File: src/rtl/dsp_loader_pkg.sv
// -----------------------------------------------------------------------------
// dsp_loader_pkg
// Shared definitions for the DSP memory loader:
//   - bit positions of the burst header fields
//   - indices of the sticky error flags
//   - loader FSM state encoding
//   - hdr_decode(): splits a 32-bit header word into its fields
// -----------------------------------------------------------------------------
`timescale 1ns/1ps

package dsp_loader_pkg;

  // Header word layout. Bits [15:13] are reserved and ignored.
  localparam int HDR_CSEL_MSB = 31;
  localparam int HDR_CSEL_LSB = 29;
  localparam int HDR_CNT_MSB  = 28;
  localparam int HDR_CNT_LSB  = 16;
  localparam int HDR_ADDR_MSB = 12;
  localparam int HDR_ADDR_LSB = 0;

  // Sticky error flag indices.
  localparam int ERR_CSEL  = 0;  // core select out of range
  localparam int ERR_OVF   = 1;  // address ran past the top of the memory
  localparam int ERR_FRAME = 2;  // s_last placement disagrees with the count

  typedef enum logic [1:0] {
    ST_IDLE,
    ST_DATA,
    ST_DRAIN
  } loader_state_t;

  typedef struct packed {
    logic [2:0]  csel;  // target DSP unit
    logic [12:0] cnt;   // word count minus one
    logic [12:0] base;  // first write address
  } hdr_t;

  function automatic hdr_t hdr_decode(input logic [31:0] word);
    hdr_t h;
    h.csel = word[HDR_CSEL_MSB:HDR_CSEL_LSB];
    h.cnt  = word[HDR_CNT_MSB:HDR_CNT_LSB];
    h.base = word[HDR_ADDR_MSB:HDR_ADDR_LSB];
    return h;
  endfunction

endpackage

File: src/rtl/dsp_mem_loader.sv
// -----------------------------------------------------------------------------
// dsp_mem_loader
// Turns a valid/ready word stream (header + data beats) into single-cycle
// writes on the write port of one of N_CORES DSP units, with address
// auto-increment. All write-port outputs are registered: a beat accepted on
// edge k appears on mem_write_* after edge k.
//
// Ports:
//   clk             clock
//   reset           asynchronous reset, active low
//   s_data          stream word (header or data)
//   s_valid         stream word valid
//   s_last          final word of a burst
//   s_ready         loader accepts s_data (always 1 out of reset)
//   abort           drop the burst in progress (synchronous)
//   mem_write_addr  write address, shared by all cores
//   mem_write_data  write data, shared by all cores
//   mem_write_en    one-hot per-core write strobe
//   busy            header accepted, burst not yet ended
//   done            one-cycle pulse at burst end (normal or error)
//   err             sticky flags {framing, addr overflow, bad core select}
//   err_clr         clear err (a same-cycle new error still sets its flag)
// -----------------------------------------------------------------------------
`timescale 1ns/1ps

module dsp_mem_loader
  import dsp_loader_pkg::*;
#(
  parameter int N_CORES    = 4,
  parameter int ADDR_WIDTH = 13,
  parameter int DATA_WIDTH = 32
) (
  input  logic                  clk,
  input  logic                  reset,
  input  logic [DATA_WIDTH-1:0] s_data,
  input  logic                  s_valid,
  input  logic                  s_last,
  output logic                  s_ready,
  input  logic                  abort,
  output logic [ADDR_WIDTH-1:0] mem_write_addr,
  output logic [DATA_WIDTH-1:0] mem_write_data,
  output logic [N_CORES-1:0]    mem_write_en,
  output logic                  busy,
  output logic                  done,
  output logic [2:0]            err,
  input  logic                  err_clr
);

  loader_state_t         state_q, state_d;
  // One extra bit so an address past the top is detectable instead of wrapping.
  logic [ADDR_WIDTH:0]   addr_q, addr_d;
  logic [12:0]           rem_q, rem_d;      // beats remaining minus one
  logic [2:0]            core_q, core_d;
  logic                  core_ok_q, core_ok_d;
  logic [N_CORES-1:0]    we_q, we_d;
  logic [ADDR_WIDTH-1:0] waddr_q, waddr_d;
  logic [DATA_WIDTH-1:0] wdata_q, wdata_d;
  logic                  busy_q, busy_d;
  logic                  done_q, done_d;
  logic [2:0]            err_q, err_d;

  logic       beat;
  logic       wr;
  logic       csel_ok;
  logic [2:0] err_set;
  hdr_t       hdr;

  // The loader never stalls, so it is ready whenever reset is released.
  assign s_ready = reset;
  assign beat    = s_valid & s_ready;
  assign hdr     = hdr_decode(s_data[31:0]);
  assign csel_ok = int'(hdr.csel) < N_CORES;

  // NOTE: every variable gets a default at the top of the block so that no
  // path through the case statement leaves one unassigned (no latches).
  always_comb begin
    state_d   = state_q;
    addr_d    = addr_q;
    rem_d     = rem_q;
    core_d    = core_q;
    core_ok_d = core_ok_q;
    waddr_d   = waddr_q;
    wdata_d   = wdata_q;
    busy_d    = busy_q;
    done_d    = 1'b0;
    err_set   = '0;
    wr        = 1'b0;

    if (abort) begin
      // Abort outranks any beat in the same cycle; that beat is dropped.
      state_d = ST_IDLE;
      busy_d  = 1'b0;
      done_d  = busy_q;
    end else begin
      unique case (state_q)
        ST_IDLE: begin
          if (beat) begin
            if (s_last) begin
              // A header alone is not a burst.
              err_set[ERR_FRAME] = 1'b1;
              done_d             = 1'b1;
            end else begin
              core_d            = hdr.csel;
              core_ok_d         = csel_ok;
              err_set[ERR_CSEL] = ~csel_ok;
              addr_d            = (ADDR_WIDTH + 1)'(hdr.base);
              rem_d             = hdr.cnt;
              busy_d            = 1'b1;
              state_d           = ST_DATA;
            end
          end
        end

        ST_DATA: begin
          if (beat) begin
            wr = core_ok_q & ~addr_q[ADDR_WIDTH];
            // Once past the top the address freezes there, so it never wraps.
            if (addr_q[ADDR_WIDTH]) err_set[ERR_OVF] = 1'b1;
            else                    addr_d = addr_q + 1'b1;
            rem_d = rem_q - 1'b1;
            if (rem_q == '0) begin
              if (s_last) begin
                done_d  = 1'b1;
                busy_d  = 1'b0;
                state_d = ST_IDLE;
              end else begin
                err_set[ERR_FRAME] = 1'b1;
                state_d            = ST_DRAIN;
              end
            end else if (s_last) begin
              // Truncated burst: this beat is still written.
              err_set[ERR_FRAME] = 1'b1;
              done_d             = 1'b1;
              busy_d             = 1'b0;
              state_d            = ST_IDLE;
            end
          end
        end

        ST_DRAIN: begin
          if (beat && s_last) begin
            done_d  = 1'b1;
            busy_d  = 1'b0;
            state_d = ST_IDLE;
          end
        end

        default: state_d = ST_IDLE;
      endcase
    end

    if (wr) begin
      waddr_d = addr_q[ADDR_WIDTH-1:0];
      wdata_d = s_data;
    end

    for (int i = 0; i < N_CORES; i++) begin
      we_d[i] = wr && (core_q == 3'(i));
    end

    // New error events win over a same-cycle clear.
    err_d = (err_clr ? 3'b000 : err_q) | err_set;
  end

  // NOTE: sequential state uses non-blocking assignments only, so every
  // register samples the pre-edge value of every other register.
  always_ff @(posedge clk or negedge reset) begin
    if (!reset) begin
      state_q   <= ST_IDLE;
      addr_q    <= '0;
      rem_q     <= '0;
      core_q    <= '0;
      core_ok_q <= 1'b0;
      we_q      <= '0;
      waddr_q   <= '0;
      wdata_q   <= '0;
      busy_q    <= 1'b0;
      done_q    <= 1'b0;
      err_q     <= '0;
    end else begin
      state_q   <= state_d;
      addr_q    <= addr_d;
      rem_q     <= rem_d;
      core_q    <= core_d;
      core_ok_q <= core_ok_d;
      we_q      <= we_d;
      waddr_q   <= waddr_d;
      wdata_q   <= wdata_d;
      busy_q    <= busy_d;
      done_q    <= done_d;
      err_q     <= err_d;
    end
  end

  assign mem_write_en   = we_q;
  assign mem_write_addr = waddr_q;
  assign mem_write_data = wdata_q;
  assign busy           = busy_q;
  assign done           = done_q;
  assign err            = err_q;

endmodule
File: config.mk
export PLATFORM = sky130hd
export DESIGN_NAME = dsp_mem_loader
export DESIGN_NICKNAME = d
export VERILOG_FILES = /design/src/rtl/dsp_loader_pkg.sv /design/src/rtl/dsp_mem_loader.sv
export SDC_FILE = /design/constraint.sdc
export NUM_CORES = 1
export LEC_CHECK = 0
export BUFFER_PORTS_ARGS = -buffer_cell sky130_fd_sc_hd__buf_2
export CORE_ASPECT_RATIO = 0.75
export CORE_UTILIZATION = 58
export CTS_CLUSTER_SIZE = 25
export DETAILED_ROUTE_END_ITERATION = 10
export PLACE_DENSITY = 0.88
export SYNTH_ARGS = -nofsm -noshare
export SYNTH_HDL_FRONTEND = slang
export SYNTH_SLANG_ARGS = --single-unit
File: constraint.sdc
create_clock -name clk -period 3.55 [get_ports clk]
set_input_delay 0.1775 -clock clk [delete_from_list [all_inputs] [get_ports clk]]
set_output_delay 0.1775 -clock clk [all_outputs]
set_load 0.01 [all_outputs]
Word-level counts from Yosys, hierarchy flattened --
Index checks and enable logic that the tools add are counted.
Word-level totals: register bits after elaboration 87, latch bits 0, bits in writable memories 0, memory bits (read-only) 0, input port bits 38, output and inout port bits 55, memories 0
Operators by class: add/subtract/negate cells 2, $mul 0, divide/modulo/power cells 0, magnitude comparators 1, eq/ne operators 15, shifts and indexed selects 0, multiplexer cells 44, bitwise logic cells 7, reductions and logical operators 16
Operators with widths (count):
- 2-to-1 mux 14 bit | 4
- 2-to-1 mux 13 bit | 3
- case mux 14 bit (2 select lines) | 1
- case mux 13 bit (2 select lines) | 1
- 2-to-1 mux 1 bit | 20
- 2-to-1 mux 2 bit | 9
- != test 3 bit (second input constant) | 5
- adder 14 x 1 -> 14 bit (second input constant) | 1
- zero test 13 bit | 1
- subtractor 13 x 1 -> 13 bit (second input constant) | 1
- AND reduction 6 bit | 2
- AND reduction 5 bit | 2
- != test 2 bit (second input constant) | 4
- == test 3 x 2 -> 1 bit (second input constant) | 2
- 2-to-1 mux 3 bit | 2
- case mux 2 bit (3 select lines) | 1
- logical AND 1 bit | 5
- != test 4 bit (second input constant) | 1
- NOT 1 bit | 4
- case mux 1 bit (2 select lines) | 2
- AND reduction 4 bit | 1
- nonzero test 4 bit | 1
- == test 3 x 1 -> 1 bit (second input constant) | 1
- zero test 3 bit | 1
- other kinds (9) | 10

Depth between registers and ports, before layout --
Gate-level depths: netlist (run 1).
depth after elaboration 7, mapped depth 10, depth with buffers taken out 8

Worst setup path after synthesis (run 1) --
Ideal clock, no wire load.
path kind register to register, start reg state_q[1], end reg waddr_q[10] (netlist: mem_write_addr[10]), library setup time 117 ps, data arrival time 1779 ps, data required time 3433 ps, path slack 1654 ps, stages on the path, launching flop included 10, path buffers 3, clock period less this slack 1896 ps, cell sequence dfrtp_1 > inv_1 > ha_1 > inv_2 > or4_1 > clkbuf_1 > buf_6 > buf_2 > nand2_1 > nand2_1
Between the ends: cells in the longest elaborated chain, start to end 3
Ends and longest elaborated chain:
- start: declaration | RTL line dsp_mem_loader.sv:49 | loader_state_t state_q, state_d;
- start signal: assignment | RTL line dsp_mem_loader.sv:181 | state_q <= state_d;
- == test 2 x 1 -> 1 bit | RTL line dsp_mem_loader.sv:95 | unique case (state_q)
- 2-to-1 mux 1 bit | RTL line dsp_mem_loader.sv:95
- 2-to-1 mux 1 bit | RTL line dsp_mem_loader.sv:89 | if (abort) begin
- end signal: assignment | RTL line dsp_mem_loader.sv:187 | waddr_q <= waddr_d;
- end: declaration | RTL line dsp_mem_loader.sv:56 | logic [ADDR_WIDTH-1:0] waddr_q, waddr_d;
No other way between the ends. A chain may end at the register's enable or synchronous reset.

Final worst setup path (run 1) --
start reg state_q[1], end reg rem_q[10]
Between the ends: cells in the longest elaborated chain, start to end 3
Ends and longest elaborated chain:
- == test 2 x 1 -> 1 bit or zero test 2 bit (tied branches) | RTL line dsp_mem_loader.sv:95
- != test 2 bit (no line) or nonzero test 2 bit (tied branches)
- AND reduction 5 bit (no line)
- end signal: assignment | RTL line dsp_mem_loader.sv:183 | rem_q <= rem_d;
- end: declaration | RTL line dsp_mem_loader.sv:52 | logic [12:0] rem_q, rem_d;
Parallel ways exist; a longest one is shown, timed or not.

==> results of run 1 <==
==> power breakdown <==
group | switching, W | leakage [nW] | total (W) | internal (W)
clock network | 0.000380 | 0.0827 | 0.000640 | 0.000260
registers | 0.000360 | 1.10 | 0.00177 | 0.00141
logic | 0.000808 | 1.30 | 0.00139 | 0.000579
==> final cells by class <==
type,count,area share
flip-flops and latches,87,0.453
clock inverters,7,0.0112
inverters,16,0.0125
multi-input cells,330,0.369
well taps,84,0.0218
clock buffers,9,0.0257
repair buffers,99,0.108
==> placed cells by master (no fill, tap or decap), drive strengths merged, types with 2 or more instances in the layout <==
cell / netlist / final
a21boi: 2 / 2
a21oi: 26 / 26
a22oi: 6 / 6
a2bb2oi: 3 / 3
a31oi: 2 / 2
a41oi: 2 / 2
and3: 4 / 4
and3b: 2 / 2
and4: 3 / 3
buf: 8 / 98
clkbuf: 16 / 9
clkinvlp: 0 / 3
dfrtp: 87 / 87
ha: 8 / 8
inv: 16 / 19
mux2: 2 / 2
mux2i: 7 / 7
nand2: 158 / 158
nand2b: 3 / 3
nand3: 8 / 8
nand3b: 2 / 2
nand4: 2 / 2
nor2: 14 / 14
nor3: 10 / 10
nor3b: 3 / 3
nor4: 4 / 4
nor4b: 2 / 2
o211ai: 3 / 3
o21ai: 21 / 21
o221a: 2 / 2
o22ai: 13 / 13
o31ai: 2 / 2
==> sequential cells by signal, indices dropped and copies added, names as in the netlist <==
| name | count |
|---|---|
| core_q | 3 |
| addr_q | 14 |
| rem_q | 13 |
| busy | 1 |
| mem_write_data | 32 |
| err | 3 |
| core_ok_q | 1 |
| mem_write_en | 4 |
| mem_write_addr | 13 |
| done | 1 |
| state_q | 2 |
==> metrics by stage <==
step | util | hold slack (ns) | setup WS [ns]
2_1_floorplan | - | -0.118 | 1.65
3_3_place_gp | 0.677 | 0.158 | 1.09
3_5_place_dp | 0.677 | 0.164 | 0.996
4_1_cts | 0.704 | 0.00125 | 0.985
5_1_grt | 0.704 | 0.00672 | 0.751
6_report | 0.704 | 0.00869 | 0.968
==> metal layers <==
| metal | vias to the layer above | routed length [um] | share of wire |
|---|---|---|---|
| met2 | 175 | 4180 | 0.43 |
| met5 | - | 0 | 0 |
| met4 | 0 | 128 | 0.013 |
| li1 | 1740 | - | - |
| met1 | 1695 | 4560 | 0.47 |
| met3 | 17 | 805 | 0.083 |
==> critical path, cell delays in order, from the launching register on <==
cell and delay (ns):
dfrtp_1 0.43, inv_1 0.12, ha_1 0.19, buf_4 0.39, o211a_1 0.61, nand2_1 0.38
o221a_2 0.34
==> path summary, 6_finish.rpt <==
path / to / startpoint / slack [ns] / cells after the start
min in group asynchronous: busy / reset / 0.31 / 2
max reg2reg: rem_q[10] / state_q[1] / 0.97 / 6
min reg2reg: mem_write_data[28] / mem_write_data[28] / 0.48 / 2
min: mem_write_data[14] / s_data[14] / 0.009 / 3
max in group asynchronous: mem_write_addr[7] / reset / 2.19 / 3
max: rem_q[10] / state_q[1] / 0.97 / 6
==> kinds of logic (layout without fill, tap and decap cells) <==
group / after synthesis / count (layout) / synth area share
flip-flops: 87 / 87 / 0.530
AND/OR/NAND/NOR: 220 / 220 / 0.238
adder cells (fa/ha/maj): 8 / 8 / 0.0244
buffers and inverters: 40 / 131 / 0.0411
AO/OA/AOI/OAI: 93 / 93 / 0.144
multiplexers: 9 / 9 / 0.0225
==> what timing repair did <==
item,4_1_cts,5_1_grt
resized for setup,0,0
endpoints found under the hold margin,36,0
hold buffers,1,0
==> flow_summary_export.csv, run 1 <==
group,metric,value,unit
route,wl,9670,um
synth,synth_seq_cells,87,
finish,multi_input_area,1770,um^2
route,via_per_inst,5.74,
route,antenna_left,0,
timing,slew_headroom,0.481,
route,first_iter_violations,264,
global_route,busiest_layer,"met2",
outcome,status,"complete, no violations",
synth,yosysTopAreaCellShare,0.530,
synth,synthFlopType,"dfrtp_1",
synth,synthCells,457,
timing,fmax,0.387,GHz
global_route,antenna_found_initial,0,
route,num_vias,3627,
pwr,power_density,789,nW/um^2
clock_network,cts-root-buf,"clkbuf_8",
worst_setup_path,critPathMaxFanout,47,
global_route,grt_max_degree,55,
hold_path,hold_class,"in2reg",
synth,synth_edf_count,0,
pwr,vdd_ir_drop_max,0.412,mV
clock_network,numClockSinks,87,
finish,final_cell_area,4810,um^2
run,cap_violations,0,
global_route,gr-usage-met1,0.407,
floorplan,start_util,0.602,
finish,drive_gt1_frac,0.228,
floorplan,boundaryPins,93,
worst_setup_path,crit_type,"reg2reg",
timing,setup-tns-final,0,ns
synth,synth_area_leader_cell,"dfrtp_1",
worst_setup_path,cp-end-kind,"flip-flop",
route,drc,0,
clock_network,cts_setup_buffers,0,
global_route,use_met2,0.434,
finish,filler_cell_count,552,
placed_design,dpl_cell_area,4620,um^2
finish,seq_area,2180,um^2
global_route,grt_pass1_wl,15900,um
synth,yosys-top-cells-count,"nand2_1 (158), dfrtp_1 (87), a21oi_1 (26)",
placed_design,gp_congestion,0.879,
clock_network,clkLatencyLatePin,0.36,ns
timing,rsz0062_at_grt,"no",
finish,stdcell_count,632,
synth,syn_area_per_cell,8.99,um^2
finish,fin_nets,589,
floorplan,core_area,6830,um^2
finish,diodes,0,
floorplan,die_w,99.2,um
synth,synth-async-reset-ratio,1.00,
timing,finalSetupViolCount,0,
global_route,grt_usage,0.277,
synth,synth.most_common_cell,"nand2_1",
pwr,p_total,0.00380,W
placed_design,dp.final_hpwl,6800,um
floorplan,dieArea,7430,um^2
global_route,grt_pass1_vias,3279,
timing,maxSlewViolCount,0,
worst_setup_path,cp-start-kind,"flip-flop",
clock_network,cts_tree,"done",
synth,yosysSeqAreaShare,0.530,
floorplan,fp-row-count,26,
clock_network,clk_pin_slew,0.09,ns
placed_design,io_buffers,92,
pwr,power.leakage,2.49,nW
route,wire_per_inst,15.3,um
worst_setup_path,worstPathArrival,2.83,ns
route,first_pass_iters,5,
clock_network,max-clock-path-buffers,2,
synth,synth_fp_nets,503,
timing,hold_viol_final,0,
placed_design,dp_cells,615,
synth,synth_area_leaders,"dfrtp_1 (53%), nand2_1 (14%), a21oi_1 (3.2%)",
synth,synthDistinctLibCells,53,
timing,clock_skew,0.0101,ns
worst_setup_path,cp.required,3.80,ns
global_route,grt_use_met3,0.0594,
synth,synth_area,4110,um^2
clock_network,numCtsBuffers,9,
floorplan,die_height,74.9,um
synth,ys.warnings.count,0,
timing,worst_pin_slew,0.778,ns
timing,post-route-period-util,0.727,
clock_network,cts_max_level,3,
timing,finalCriticalPeriod,2.58,ns
finish,syn_to_final_growth,17.0,%
global_route,grt_remaining_overflow,0,
Power figures use the tool's default switching activity.
==> run 2: changes to the inputs <==
- CORE_UTILIZATION: 58 -> 54
- PLACE_DENSITY: 0.88 -> 0.83
- clock period: 3.55 -> 2.55 ns (I/O delays scaled with it)
==> flow_summary_export.csv, run 2 (synthesized netlist as in run 1, its figures left out) <==
group,metric,value,unit
timing,worst_pin_slew,0.914,ns
finish,largest_reg_flops,32,
finish,syn_to_final_growth,25.3,%
global_route,grt_max_degree,77,
worst_setup_path,reg2reg_setup_slack,0.34,ns
finish,final_cell_mix,"nand2_1 (158), buf_2 (91), dfrtp_1 (87), dlygate4sd3_1 (29), a21oi_1 (26)",
pwr,p_int,0.00320,W
worst_setup_path,cp-start-kind,"flip-flop",
route,via_per_inst,5.52,
floorplan,fp-row-count,27,
hold_path,hold_class,"in2reg",
hold_path,min_from,"s_data[4]",
clock_network,clkLatencyLatePin,0.36,ns
worst_setup_path,reg2regPathDepth,6,
global_route,grt_remaining_overflow,0,
clock_network,cts_resized,0,
timing,hold_viol_final,0,
global_route,antenna_found_initial,0,
placed_design,dp.final_hpwl,6810,um
finish,drive_gt1_frac,0.222,
clock_network,cts-root-buf,"clkbuf_8",
placed_design,io_buffers,92,
timing,holdWs,0.0110,ns
placed_design,dpl_cell_area,4680,um^2
global_route,grt_pass1_vias,3460,
floorplan,core_area,7360,um^2
finish,final_common_cell,"nand2_1",
clock_network,numCtsBuffers,9,
pwr,vdd_ir_drop_max,0.468,mV
finish,fin_nets,621,
pwr,seq_power_share,0.462,
pwr,switching_power,0.00213,W
hold_path,min_delay_path_depth,3,
global_route,grt_usage,0.266,
pwr,power_density,1030,nW/um^2
run,cap_violations,0,
pwr,combPwrFrac,0.372,
global_route,grt_pass1_wl,16400,um
finish,filler_cell_count,580,
timing,setup-tns-final,0,ns
route,wire_per_inst,14.8,um
route,first_pass_iters,5,
worst_setup_path,regToRegEndpoint,"mem_write_en[2]",
worst_setup_path,cp.required,2.79,ns
worst_setup_path,critPathMaxFanout,14,
pwr,p_clk_frac,0.167,
timing,rsz0062_at_grt,"no",
timing,finalSetupViolCount,0,
timing,finalCriticalPeriod,2.21,ns
clock_network,numClockSinks,87,
timing,fmax,0.452,GHz
placed_design,gp_congestion,0.858,
floorplan,die_height,77.6,um
finish,diodes,0,
clock_network,cts_tree,"done",
timing,post-route-period-util,0.868,
pwr,power.leakage,2.63,nW
route,wl,10100,um
hold_path,hold_end,"mem_write_data[4]",
timing,clock_skew,0.0117,ns
worst_setup_path,r2r_start,"state_q[1]",
floorplan,dieArea,7970,um^2
clock_network,max-clock-path-buffers,2,
worst_setup_path,cp-end-kind,"flip-flop",
finish,postLayoutCoreUtil,0.699,
route,first_iter_violations,285,
floorplan,boundaryPins,93,
finish,final_cell_area,5150,um^2
route,num_vias,3756,
route,antenna_left,0,
worst_setup_path,crit_type,"reg2reg",
clock_network,cts_max_level,3,
route,drc,0,
floorplan,start_util,0.558,
pwr,switching_share,0.399,
timing,slew_headroom,0.390,
floorplan,die_w,103,um
clock_network,clk_pin_slew,0.09,ns
outcome,status,"complete, no violations",
timing,maxSlewViolCount,0,
worst_setup_path,worstPathArrival,2.46,ns
==> run 2: cell count changes in the layout (fill, tap and decap cells not counted), sizes merged <==
cell / delta
dlygate4sd3: +28
buf: +4
clkinvlp: -1
clkinv: +1
inv: -2
clkbuf: +2
==> run 2: how the worst max path moves through the flow <==
stage / slack [ns] / end / depth (start not counted) / startpoint
3_5_place_dp: 0.38 / mem_write_en[2] / 6 / state_q[1]
6_report: 0.34 / mem_write_en[2] / 6 / state_q[1]
4_1_cts: 0.36 / mem_write_en[2] / 6 / state_q[1]
3_3_place_gp: 0.52 / mem_write_addr[6] / 7 / state_q[1]
5_1_grt: 0.23 / s_ready / 4 / reset
2_1_floorplan: 0.65 / mem_write_addr[10] / 9 / state_q[1]
==> run 2: final cells by class <==
type                    count  area, um^2  area share
repair buffers            131         828       0.161
inverters                  16        60.1      0.0117
clock buffers              11         141      0.0275
clock inverters             5        41.3     0.00802
flip-flops and latches     87        2180       0.423
multi-input cells         330        1770       0.345
well taps                 101         126      0.0245
==> run 2: through the flow <==
step           std cells  setup WS [ns]  power [W]
6_report             681          0.335    0.00533
5_1_grt              681          0.227    0.00574
4_1_cts              680          0.357    0.00533
3_5_place_dp         636          0.377    0.00439
3_3_place_gp         636          0.518    0.00429
2_1_floorplan        457          0.654    0.00364
==> run 2: worst max-delay path: stages (launching register included) <==
cell     delay (ns)
dfrtp_1        0.43
inv_1          0.12
ha_1           0.29
inv_2          0.07
or4_2          0.69
buf_4          0.21
nor4b_1        0.29
==> run 2: power groups by stage <==
stage	clock network (W)	logic (W)	registers (W)
after CTS	0.000907	0.00198	0.00245
after floorplan	0	0.00108	0.00256
final	0.000889	0.00198	0.00246
after global routing	0.000969	0.00223	0.00254
after global placement	0	0.00185	0.00244
after detailed placement	0	0.00194	0.00246
==> run 2: layer usage <==
layer | vias up | GRT usage | wire length [um]
li1 | 1806 | - | -
met1 | 1775 | 0.379 | 4720
met2 | 158 | 0.414 | 4460
met3 | 17 | 0.0640 | 775
met4 | 0 | 0.0592 | 141
met5 | - | 0 | 0
==> run 2: what timing repair did <==
item	in CTS	in global routing
hold buffers	28	1
buffers inserted	0	0
endpoints found under the hold margin	40	1
